<file path="config.mk">
export PLATFORM = sky130hd
export DESIGN_NAME = mem_arbiter
export DESIGN_NICKNAME = d
export VERILOG_FILES = /design/src/rtl/mem_arb_pkg.sv /design/src/rtl/rr_arb2.sv /design/src/rtl/mem_arbiter.sv
export SDC_FILE = /design/constraint.sdc
export NUM_CORES = 1
export LEC_CHECK = 0
export CORE_MARGIN = 2
export CORE_UTILIZATION = 30
export DETAILED_ROUTE_END_ITERATION = 10
export PLACE_DENSITY = 0.66
export RECOVER_POWER = 100
export SYNTH_ARGS = -nofsm -noshare
export SYNTH_HDL_FRONTEND = slang
export SYNTH_HIERARCHICAL = 1
export SYNTH_SLANG_ARGS = --single-unit
</file>
<file path="constraint.sdc">
create_clock -name clk -period 3.3 [get_ports clk]
set_input_delay 0.33 -clock clk [delete_from_list [all_inputs] [get_ports clk]]
set_output_delay 0.33 -clock clk [all_outputs]
set_load 0.005 [all_outputs]
</file>
<file path="src/rtl/mem_arb_pkg.sv">
// mem_arb_pkg: shared types and constants for the two-requester memory
// arbiter.
//   state_t      - controller state (IDLE / WIPE)
//   pipe_entry_t - read-tracking pipeline entry {valid, owner}
//   ADDR_W_DEF / DATA_W_DEF - default address and data widths
//   WIPE_LAST    - last address written by the wipe sequence
package mem_arb_pkg;

  localparam int ADDR_W_DEF = 4;
  localparam int DATA_W_DEF = 8;

  localparam logic [3:0] WIPE_LAST = 4'd15;

  typedef enum logic {
    IDLE = 1'b0,
    WIPE = 1'b1
  } state_t;

  typedef struct packed {
    logic valid;
    logic owner;
  } pipe_entry_t;

endpackage

</file>
<file path="src/rtl/rr_arb2.sv">
// rr_arb2: two-way round-robin arbiter.
//   clk    - system clock, rising edge
//   reset  - asynchronous active-low reset
//   req    - per-requester request (already qualified by the caller)
//   accept - high when the current grant is taken this cycle
//   grant  - one-hot or zero grant, combinational from req and the pointer
// The pointer remembers the requester granted last; after reset it points
// at requester 1 so requester 0 wins the first contended round.
module rr_arb2 (
  input  logic       clk,
  input  logic       reset,
  input  logic [1:0] req,
  input  logic       accept,
  output logic [1:0] grant
);

  logic last_reg;
  logic last_next;

  always_comb begin
    grant = 2'b00;
    case (req)
      2'b01:   grant = 2'b01;
      2'b10:   grant = 2'b10;
      // Contention: the requester that did not win last time goes first.
      2'b11:   grant = last_reg ? 2'b01 : 2'b10;
      default: grant = 2'b00;
    endcase
  end

  // The pointer only moves when a grant is actually taken.
  always_comb begin
    last_next = last_reg;
    if (accept) begin
      last_next = grant[1];
    end
  end

  always_ff @(posedge clk or negedge reset) begin
    if (!reset) begin
      last_reg <= 1'b1;
    end else begin
      last_reg <= last_next;
    end
  end

endmodule

</file>
<file path="src/rtl/mem_arbiter.sv">
// mem_arbiter: two-requester controller for the dual-bank memory interface.
//   clk, reset             - clock (rising edge), async active-low reset
//   wipe_req / busy        - wipe request (level) / high while wiping
//   req_valid / req_ready  - per-requester handshake (bit n = requester n)
//   req_rw                 - per-requester command type, 1 = write
//   req_addr_a/b           - packed per-requester addresses
//   req_wdata_a/b          - packed per-requester write data
//   rsp_valid              - one-cycle read-response strobe, one-hot or zero
//   rsp_a / rsp_b          - read data, straight from the memory outputs
//   mem_rw, mem_addr_a/b, mem_a/b - registered memory command
//   mem_a_out / mem_b_out  - registered memory read data
module mem_arbiter
  import mem_arb_pkg::*;
#(
  parameter int ADDR_W = ADDR_W_DEF,
  parameter int DATA_W = DATA_W_DEF
) (
  input  logic                clk,
  input  logic                reset,
  input  logic                wipe_req,
  output logic                busy,
  input  logic [1:0]          req_valid,
  output logic [1:0]          req_ready,
  input  logic [1:0]          req_rw,
  input  logic [2*ADDR_W-1:0] req_addr_a,
  input  logic [2*ADDR_W-1:0] req_addr_b,
  input  logic [2*DATA_W-1:0] req_wdata_a,
  input  logic [2*DATA_W-1:0] req_wdata_b,
  output logic [1:0]          rsp_valid,
  output logic [DATA_W-1:0]   rsp_a,
  output logic [DATA_W-1:0]   rsp_b,
  output logic                mem_rw,
  output logic [ADDR_W-1:0]   mem_addr_a,
  output logic [ADDR_W-1:0]   mem_addr_b,
  output logic [DATA_W-1:0]   mem_a,
  output logic [DATA_W-1:0]   mem_b,
  input  logic [DATA_W-1:0]   mem_a_out,
  input  logic [DATA_W-1:0]   mem_b_out
);

  state_t             state_reg, state_next;
  logic [ADDR_W-1:0]  wipe_cnt_reg, wipe_cnt_next;
  logic               mem_rw_reg, mem_rw_next;
  logic [ADDR_W-1:0]  mem_addr_a_reg, mem_addr_a_next;
  logic [ADDR_W-1:0]  mem_addr_b_reg, mem_addr_b_next;
  logic [DATA_W-1:0]  mem_a_reg, mem_a_next;
  logic [DATA_W-1:0]  mem_b_reg, mem_b_next;
  pipe_entry_t        pipe0_reg, pipe0_next;
  pipe_entry_t        pipe1_reg;

  logic [ADDR_W-1:0]  addr_a_sl [2];
  logic [ADDR_W-1:0]  addr_b_sl [2];
  logic [DATA_W-1:0]  wdata_a_sl [2];
  logic [DATA_W-1:0]  wdata_b_sl [2];

  logic [1:0]         arb_req;
  logic [1:0]         grant;
  logic               accept;
  logic               gidx;

  // Unpack the per-requester command fields.
  for (genvar gi = 0; gi < 2; gi++) begin : g_slice
    assign addr_a_sl[gi]  = req_addr_a[gi*ADDR_W +: ADDR_W];
    assign addr_b_sl[gi]  = req_addr_b[gi*ADDR_W +: ADDR_W];
    assign wdata_a_sl[gi] = req_wdata_a[gi*DATA_W +: DATA_W];
    assign wdata_b_sl[gi] = req_wdata_b[gi*DATA_W +: DATA_W];
  end

  // Requests are only offered to the arbiter in IDLE, and not in the cycle
  // that starts a wipe, so a pending wipe always takes precedence.
  assign arb_req = (state_reg == IDLE && !wipe_req) ? req_valid : 2'b00;

  rr_arb2 u_arb (
    .clk    (clk),
    .reset  (reset),
    .req    (arb_req),
    .accept (accept),
    .grant  (grant)
  );

  assign req_ready = grant;
  assign accept    = |(grant & req_valid);
  assign gidx      = grant[1];

  always_comb begin
    state_next      = state_reg;
    wipe_cnt_next   = wipe_cnt_reg;
    mem_rw_next     = 1'b0;            // idle cycles issue a harmless read
    mem_addr_a_next = mem_addr_a_reg;
    mem_addr_b_next = mem_addr_b_reg;
    mem_a_next      = mem_a_reg;
    mem_b_next      = mem_b_reg;
    pipe0_next      = '0;
    case (state_reg)
      IDLE: begin
        if (wipe_req) begin
          state_next    = WIPE;
          wipe_cnt_next = '0;
        end else if (accept) begin
          mem_rw_next = req_rw[gidx];
          if (req_rw[gidx]) begin
            // Both banks are written at the a-address of the command.
            mem_addr_a_next = addr_a_sl[gidx];
            mem_addr_b_next = addr_a_sl[gidx];
            mem_a_next      = wdata_a_sl[gidx];
            mem_b_next      = wdata_b_sl[gidx];
          end else begin
            mem_addr_a_next  = addr_a_sl[gidx];
            mem_addr_b_next  = addr_b_sl[gidx];
            pipe0_next.valid = 1'b1;
            pipe0_next.owner = gidx;
          end
        end
      end
      WIPE: begin
        mem_rw_next     = 1'b1;
        mem_addr_a_next = wipe_cnt_reg;
        mem_addr_b_next = wipe_cnt_reg;
        mem_a_next      = '0;
        mem_b_next      = '0;
        wipe_cnt_next   = wipe_cnt_reg + 1'b1;
        if (wipe_cnt_reg == ADDR_W'(WIPE_LAST)) begin
          state_next = IDLE;
        end
      end
      default: state_next = IDLE;
    endcase
  end

  // pipe0 is loaded on the accept edge, pipe1 on the edge the memory
  // samples the address, so pipe1 lines up with the memory's read data.
  always_ff @(posedge clk or negedge reset) begin
    if (!reset) begin
      state_reg      <= IDLE;
      wipe_cnt_reg   <= '0;
      mem_rw_reg     <= 1'b0;
      mem_addr_a_reg <= '0;
      mem_addr_b_reg <= '0;
      mem_a_reg      <= '0;
      mem_b_reg      <= '0;
      pipe0_reg      <= '0;
      pipe1_reg      <= '0;
    end else begin
      state_reg      <= state_next;
      wipe_cnt_reg   <= wipe_cnt_next;
      mem_rw_reg     <= mem_rw_next;
      mem_addr_a_reg <= mem_addr_a_next;
      mem_addr_b_reg <= mem_addr_b_next;
      mem_a_reg      <= mem_a_next;
      mem_b_reg      <= mem_b_next;
      pipe0_reg      <= pipe0_next;
      pipe1_reg      <= pipe0_reg;
    end
  end

  assign busy       = (state_reg == WIPE);
  assign mem_rw     = mem_rw_reg;
  assign mem_addr_a = mem_addr_a_reg;
  assign mem_addr_b = mem_addr_b_reg;
  assign mem_a      = mem_a_reg;
  assign mem_b      = mem_b_reg;

  assign rsp_valid = pipe1_reg.valid ? (pipe1_reg.owner ? 2'b10 : 2'b01) : 2'b00;
  assign rsp_a     = mem_a_out;
  assign rsp_b     = mem_b_out;

endmodule

</file>
==> metrics <==
die height=86.1 um; ANT nets after route=0; launching point of the worst reg2reg path=busy; violated checks=capacitance limit, slew limit; Placement Rows=29; die area=around 7400 um^2; CP Capture Type=output port; PD cells=471 nW/um^2; final setup violation count=0; final routed DRC violation total=0; VDD IR max=between 0.0002 and 0.00025 V; die width=86.1 um; Post-Synth Adder-Cell Area=0.00618; hold path start=pipe0_reg[0]; drt via density=5.34; first-pass GRT wire length=8760 um; count of input and output buffers=84; complex-gate fraction of the synthesized area=0.239; Fin. Hold Viols=0; Mapped Nets=between 200 and 300; CP Data Required Time=2.97 ns; Startpoint Class=primary input; Worst Max-Slew Pin Slew=1.93 ns; Leak=1.17 nW; Final Max Slew Viols=36; mux cell area share after synthesis=0.153; status=complete, but fails checks; TritonCTS Sinks=35; H-tree depth=2; Ports=117; initial drt markers=149; fraction of layout cells with a size suffix above 1=0.0824; core area=~6400 um^2; initial antenna violation count=0; Skew-Pair Late Insertion Delay=approximately 0.29 ns; synthesis-stage register bit count=35; post-synthesis xor/xnor area fraction=0.00433; total wire length=5520 um; First-pass DRT Iterations=4; GPL Wtd Cong=between 0.7 and 0.8; fin crit share=0.911; Post-Synth Simple-Gate Area=0.0612; skew final=0.0101 ns; PostCTS Resize Cnt=0; ant diodes=0; CTS tree=yes; DPL Wire Length=3890 um; CTS root buf=clkbuf_8; Max Clk Rate=around 330 MHz; GRT Residual Overflow=0; Filler cells=around 640; # Post-CTS Setup Buffers=0; number of global-route vias before repair=1,781; WS Path Type=primary input to output port; WP data arrival=2.68 ns; DR WL/cell=16.6 um; largest net degree at the start of global routing=36; synthesized area per cell=10.6 um^2; synthesis-to-finish area growth=42.9%; nets=326; reg-to-reg slack, setup=0.62 ns; cts bufs inserted=5; largest family of logic cells by synthesized area=compound AO/OA/AOI/OAI gates; Rel. slew slack=-0.285; Hold Path Stages=0; prevailing post-synth register cell=dfrtp_1; Cell Area, Synth=roughly 2000 um^2; cells after synthesis=191; Synth warnings=6; Max-cap violations=1; most frequent cells in the layout=clkdlybuf4s50_1 (53), dfrtp_1 (34), dlygate4sd3_1 (30), mux2i_1 (24), o31ai_1 (21); Netlist cell types=33; Post-synth EDFFs=0; RSZ-0062 raised after global routing=no; FF-to-FF End=mem_b[1]; setup TNS=0 ns; post-layout min period=3.01 ns; sequential fraction of the synthesis area=0.434; Final Power=1.36 mW; most frequent standard cell in the layout excluding fill and tap cells=clkdlybuf4s50_1; initial core utilization=0.315; WHS Endpoint=pipe1_reg[0]; asr flop ratio synth=1.00; worst r2r path cells=7; Longest Clk Path Bufs=2; Hold/Removal Path Class=flip-flop to flip-flop; hold_buf cts=0; vias=1,773; Max FO, Critical Path=32; GRT Util Overall=0.150; Worst-path clk slew=~0.070 ns
==> area by class of cell <==
class                   instances  area (um^2)  area share
flip-flops and latches         35          877       0.303
inverters                       4         15.0     0.00519
repair buffers                 89          866       0.300
clock buffers                   5         68.8      0.0238
multi-input cells             119          952       0.329
well taps                      77         96.3      0.0333
clock inverters                 3         15.0     0.00519
==> synthesized netlist by cell type, drive strengths merged (2+ instances only) <==
cell,number,area [um^2]
a211oi,2,15.0
dfrtp,34,851
nand2,8,30.0
mux2,5,60.1
mux2i,25,250
nor2b,6,37.5
clkbuf,11,41.3
a21boi,2,18.8
o311ai,16,140
a2111oi,4,35.0
a21oi,4,20.0
and2,4,25.0
o211ai,6,45.0
inv,4,15.0
nand3,2,10.0
o31ai,21,158
o21ai,4,20.0
nor2,2,7.51
buf,22,150
==> kinds of logic (layout without fill, tap and decap cells) <==
group | Yosys count | after routing
compound gates | 63 | 63
xor+xnor | 1 | 1
fa+ha+maj | 1 | 1
buf+inv | 37 | 101
flops | 35 | 35
mux | 30 | 30
simple gates | 24 | 24
==> power by group <==
part           total (mW)  switching, mW  internal [mW]
sequential          0.582         0.0637          0.518
combinational       0.479          0.238          0.241
clock               0.301          0.157          0.144
total                1.36          0.459          0.903
==> layer usage <==
layer,track usage,wire length (um),vias to the layer above
li1,-,-,843
met1,0.199,2500,830
met2,0.230,2420,85
met3,0.0423,504,15
met4,0.0592,97,0
met5,0,0,-
==> worst max path at each step <==
| stage | cells past startpoint | from | slack (ns) | to |
|---|---|---|---|---|
| after floorplan | 8 | wipe_req | 0.99 | mem_a[5] |
| after global placement | 7 | wipe_req | 0.28 | mem_b[4] |
| after detailed placement | 7 | wipe_req | 0.17 | mem_b[3] |
| after CTS | 7 | wipe_req | 0.47 | mem_b[1] |
| after global routing | 6 | wipe_req | 0.14 | req_ready[1] |
| final | 6 | wipe_req | 0.29 | req_ready[1] |
==> per-stage QoR <==
stage	setup slack [ns]	hold slack (ns)	util	area, um^2	cells
5_1_grt	0.136	0.356	0.450	2890	332
3_5_place_dp	0.167	0.336	0.439	2820	324
2_1_floorplan	0.987	0.0344	-	2020	191
4_1_cts	0.468	0.139	0.452	2900	332
3_3_place_gp	0.283	0.332	0.439	2820	324
6_report	0.293	0.350	0.450	2890	332
==> critical path, cell delays in order <==
cell             delay (ns)
dlygate4sd3_1          0.58
nor2_1                 0.15
and2_1                 0.16
a21boi_4               0.19
buf_2                  0.64
clkdlybuf4s50_1        0.63
Note: power is estimated with default switching activity, not from simulation.
==> edit 1 (same settings) <==
Change the package constant `ADDR_W_DEF` from 4 to 5.
--- a/src/rtl/mem_arb_pkg.sv
+++ b/src/rtl/mem_arb_pkg.sv
@@ -6,7 +6,7 @@
 //   WIPE_LAST    - last address written by the wipe sequence
 package mem_arb_pkg;
 
-  localparam int ADDR_W_DEF = 4;
+  localparam int ADDR_W_DEF = 5;
   localparam int DATA_W_DEF = 8;
 
   localparam logic [3:0] WIPE_LAST = 4'd15;
Ports: changed (resized mem_addr_a, mem_addr_b, req_addr_a and req_addr_b); port bits go from 117 to 123. No check against the original RTL was run, so the function may have changed too.
==> edit 1 against the unedited design <==
The flow still finishes with violations (capacitance limit, slew limit). Largest power group unchanged. Wire length grew 13%. Critical path depth rose by 3. Core utilization down 0.91 points. Total power increased by 20%. Design area grew 11%. Sequential cell count increased by 3. Combinational power grew 20%. Area after synthesis rose by 11%. Worst setup slack gained 0.12 ns. Die area increased by 11%.
==> edit 1: results (changes against the unedited design) <==
.. list-table::
   :header-rows: 1

   * - Metric
     - Value
   * - Yosys cell types
     - 38 (was 33)
   * - Setup slack, reg-to-reg
     - 0.51 ns (was 0.62 ns)
   * - Pins Over Slew Limit
     - 39 (was 36)
   * - Critical path's largest stage delay
     - 0.53 ns (was 0.64 ns)
   * - Count of maximum capacitance violations
     - 1 (unchanged)
   * - Post-placement worst setup slack
     - -0.166 ns (was 0.167 ns)
   * - Fraction of synthesized area in multiplexers
     - 0.153 (about the same)
   * - Cell depth of the worst flop-to-flop path
     - 8 (was 7)
   * - Final RePlAce weighted congestion
     - 0.800 (was 0.771)
   * - Master of the slowest instance on the critical path
     - sky130_fd_sc_hd__a211o_1 (was sky130_fd_sc_hd__buf_2)
   * - Arrival @ worst endpoint
     - 3.04 ns (was 2.68 ns)
   * - Worst slew pin tran
     - 2.07 ns (was 1.93 ns)
   * - Via count
     - 1937 (was 1773)
   * - End of the worst register-to-register path
     - mem_a[7]$_DFFE_PN0P_ (was mem_b[1]$_DFFE_PN0P_)
   * - Global-route wire length before repair
     - 9.96 mm (was 8.76 mm)
   * - Proportion of synthesized chip area in sequential cells
     - 0.423 (was 0.434)
   * - Routed wire length
     - 6.21 mm (was 5.52 mm)
   * - Area after DPL
     - 3100 sq um (was 2820 sq um)
   * - Status
     - finished with violations (unchanged)
   * - Most frequent cells after synthesis
     - 37 x sky130_fd_sc_hd__dfrtp_1, 26 x sky130_fd_sc_hd__mux2i_1, 21 x sky130_fd_sc_hd__o31ai_1 (was 34 x sky130_fd_sc_hd__dfrtp_1, 25 x sky130_fd_sc_hd__mux2i_1, 21 x sky130_fd_sc_hd__o31ai_1)
   * - Share of the synthesized area in compound gates (AO/OA/AOI/OAI)
     - 0.237 (was 0.239)
   * - Initial DRC count
     - 119 (was 149)
   * - Highest fanout seen on the critical path
     - 35 (was 32)
   * - Share of the synthesized netlist area taken by xor and xnor gates
     - 0.00778 (was 0.00433)
   * - Maximum number of pins on one net before global-route repair
     - 39 (was 36)
   * - VDD IR max
     - 231 uV (was 207 uV)
   * - DP Wirelength
     - 4.44 mm (was 3.89 mm)
   * - Port buffer count
     - 90 (was 84)
   * - Area share of fa/ha/maj cells after synthesis
     - 0.0111 (was 0.00618)
   * - Failing checks
     - capacitance limit, slew limit (unchanged)
   * - Worst slack on hold paths
     - 0.352 ns (was 0.350 ns)
edit 1: cell count changes in the layout (fill, tap and decap cells not counted), sizes merged, moves of 2 or more:
cell           unedited run  this run
o211ai                    6         8
nor2                      2         4
dlygate4sd3              30        32
mux2i                    25        27
clkdlybuf4s50            53        57
nand2                     8        11
a21oi                     4         6
dfrtp                    34        37
edit 1: worst max path at each step:
stage                                      endpoint  slack, ns  cells after the start
after global placement    mem_addr_b[1]$_DFFE_PN0P_      -0.02                      8
after floorplan           mem_addr_b[0]$_DFFE_PN0P_       1.09                      9
final                          mem_a[7]$_DFFE_PN0P_       0.41                      9
after detailed placement  mem_addr_b[0]$_DFFE_PN0P_      -0.17                      8
after CTS                 mem_addr_b[1]$_DFFE_PN0P_       0.15                      8
after global routing           mem_b[2]$_DFFE_PN0P_       0.23                      9
edit 1: critical path: cells and delay by family:
family                 cells  cell delay [ns]
muxes                      1             0.26
buffers and inverters      3             1.11
AOI/OAI and AO/OA          3             0.90
and+or+nand+nor            2             0.43
edit 1: logic make-up (layout without fill, tap and decap cells):
logic type,count (synthesis),in the layout
xor gates and xnor gates,2,2
AOI/OAI and AO/OA,68,69
adders and majority gates,2,2
and+or+nand+nor,29,29
DFF,38,38
buffers and inverters,41,109
muxes,33,33
edit 1: report_power, final:
part	leakage [nW]	internal [mW]	total [mW]	switching [mW]
sequential	0.487	0.576	0.664	0.0883
combinational	0.735	0.299	0.575	0.276
clock	0.0579	0.223	0.390	0.168
edit 1: through the flow:
stage	power, mW	cells	utilization
after detailed placement	1.29	372	0.427
final	1.63	381	0.441
after global placement	1.27	372	0.427
after CTS	1.68	380	0.442
after global routing	1.74	381	0.441
after floorplan	0.975	213	-
edit 1: area by class of cell:
| cell class | count | area, sq um |
|---|---|---|
| timing repair buffer | 95 | 928 |
| multi-input combinational | 135 | 1060 |
| clock inverter | 3 | 40.0 |
| tap | 99 | 124 |
| clock buffer | 5 | 68.8 |
| inverter | 6 | 22.5 |
| fill | 701 | 4060 |
| sequential | 38 | 952 |
edit 1: metal layers:
layer / vias to the layer above / wire (um)
met5: - / 0
met4: 0 / 54
met3: 8 / 358
met2: 61 / 3120
met1: 936 / 2680
li1: 932 / -
==> edit 2 (same flow settings) <==
Without the edit above. Take the reset off `mem_addr_b_reg` and load it in a clocked block of its own.
--- a/src/rtl/mem_arbiter.sv
+++ b/src/rtl/mem_arbiter.sv
@@ -135,7 +135,6 @@
       wipe_cnt_reg   <= '0;
       mem_rw_reg     <= 1'b0;
       mem_addr_a_reg <= '0;
-      mem_addr_b_reg <= '0;
       mem_a_reg      <= '0;
       mem_b_reg      <= '0;
       pipe0_reg      <= '0;
@@ -145,12 +144,15 @@
       wipe_cnt_reg   <= wipe_cnt_next;
       mem_rw_reg     <= mem_rw_next;
       mem_addr_a_reg <= mem_addr_a_next;
-      mem_addr_b_reg <= mem_addr_b_next;
       mem_a_reg      <= mem_a_next;
       mem_b_reg      <= mem_b_next;
       pipe0_reg      <= pipe0_next;
       pipe1_reg      <= pipe0_reg;
     end
+  end
+
+  always_ff @(posedge clk) begin
+    mem_addr_b_reg <= mem_addr_b_next;
   end
 
   assign busy       = (state_reg == WIPE);
Check against the original RTL: not equivalent (a bounded check fails within 4 cycles, from zero or initial values and one cycle with reset low).
==> edit 2 against the unedited design <==
The run still ends with capacitance limit, slew limit left. Design area down 1.1%. Global-route usage down 0.25 points. Total power up 4.2%. Register-to-register slack better by 0.06 ns. Area after synthesis up 0.68%. Worst setup slack better by 0.064 ns. Core utilization down 2.2 points. Wire length down 3.4%. Critical path depth unchanged. Sequential cell count unchanged. Count of clock-buffer cells in the layout up 1. Highest routed layer unchanged.
==> edit 2: results (changes against the unedited design) <==
.. list-table::
   :header-rows: 1

   * - Metric
     - Value
   * - Pins Over Slew Limit
     - 32 (was 36)
   * - Global-route wire length before repair
     - 8.51 mm (was 8.76 mm)
   * - Synth Instances
     - 184 (was 191)
   * - End of the worst register-to-register path
     - mem_a[3]$_DFFE_PN0P_ (was mem_b[1]$_DFFE_PN0P_)
   * - Count of maximum capacitance violations
     - 1 (unchanged)
   * - Critical path's largest stage delay
     - 0.60 ns (was 0.64 ns)
   * - Maximum clock rate
     - 340 MHz (was 333 MHz)
   * - Min-delay src
     - pipe0_reg[1]$_DFF_PN0_ (was pipe0_reg[0]$_DFF_PN0_)
   * - Master of the slowest instance on the critical path
     - sky130_fd_sc_hd__clkdlybuf4s50_1 (was sky130_fd_sc_hd__buf_2)
   * - Seq. cell area
     - 897 sq um (was 877 sq um)
   * - Filler cells
     - 690 (was 642)
   * - Pwr per Cell Area
     - 497 nW/um^2 (was 471 nW/um^2)
   * - Proportion of layout cells with a drive suffix above 1
     - 0.0810 (was 0.0824)
   * - DP Wirelength
     - 3.78 mm (was 3.89 mm)
   * - Share of the final layout cell area in multi-input gates
     - 0.312 (was 0.329)
   * - Hold path endpoint
     - pipe1_reg[1]$_DFF_PN0_ (was pipe1_reg[0]$_DFF_PN0_)
   * - Setup slack, reg-to-reg
     - 0.68 ns (was 0.62 ns)
   * - Internal power of the cells
     - 0.962 mW (was 0.903 mW)
   * - Area after DPL
     - 2790 sq um (was 2820 sq um)
   * - Multi-input gate count
     - 112 (was 119)
   * - Routing usage on met3
     - 0.0390 (was 0.0423)
   * - Status
     - finished with violations (unchanged)
   * - Arrival @ worst endpoint
     - 2.61 ns (was 2.68 ns)
   * - Failing checks
     - capacitance limit, slew limit (unchanged)
   * - Synth Net Count
     - 256 (was 263)
   * - Worst Clk Skew
     - 0.00874 ns (was 0.0101 ns)
## edit 2: cell count changes after synthesis, moves of 4 or more
cell and change:
sky130_fd_sc_hd__clkbuf_1 -6, sky130_fd_sc_hd__o31ai_1 -6, sky130_fd_sc_hd__mux2i_1 -5, sky130_fd_sc_hd__o211ai_1 -5, sky130_fd_sc_hd__a2111oi_0 -4, sky130_fd_sc_hd__a21oi_1 +4, sky130_fd_sc_hd__buf_6 +4, sky130_fd_sc_hd__dfrtp_1 -4
sky130_fd_sc_hd__edfxtp_1 +4, sky130_fd_sc_hd__nor2b_1 -4, sky130_fd_sc_hd__nor3_1 +4
## edit 2: kinds of logic after synthesis
family	synth area share
XOR/XNOR	0.00430
adder cells (fa/ha/maj)	0.00614
flip-flops	0.440
AO/OA/AOI/OAI	0.235
buffers and inverters	0.119
AND/OR/NAND/NOR	0.0663
multiplexers	0.130
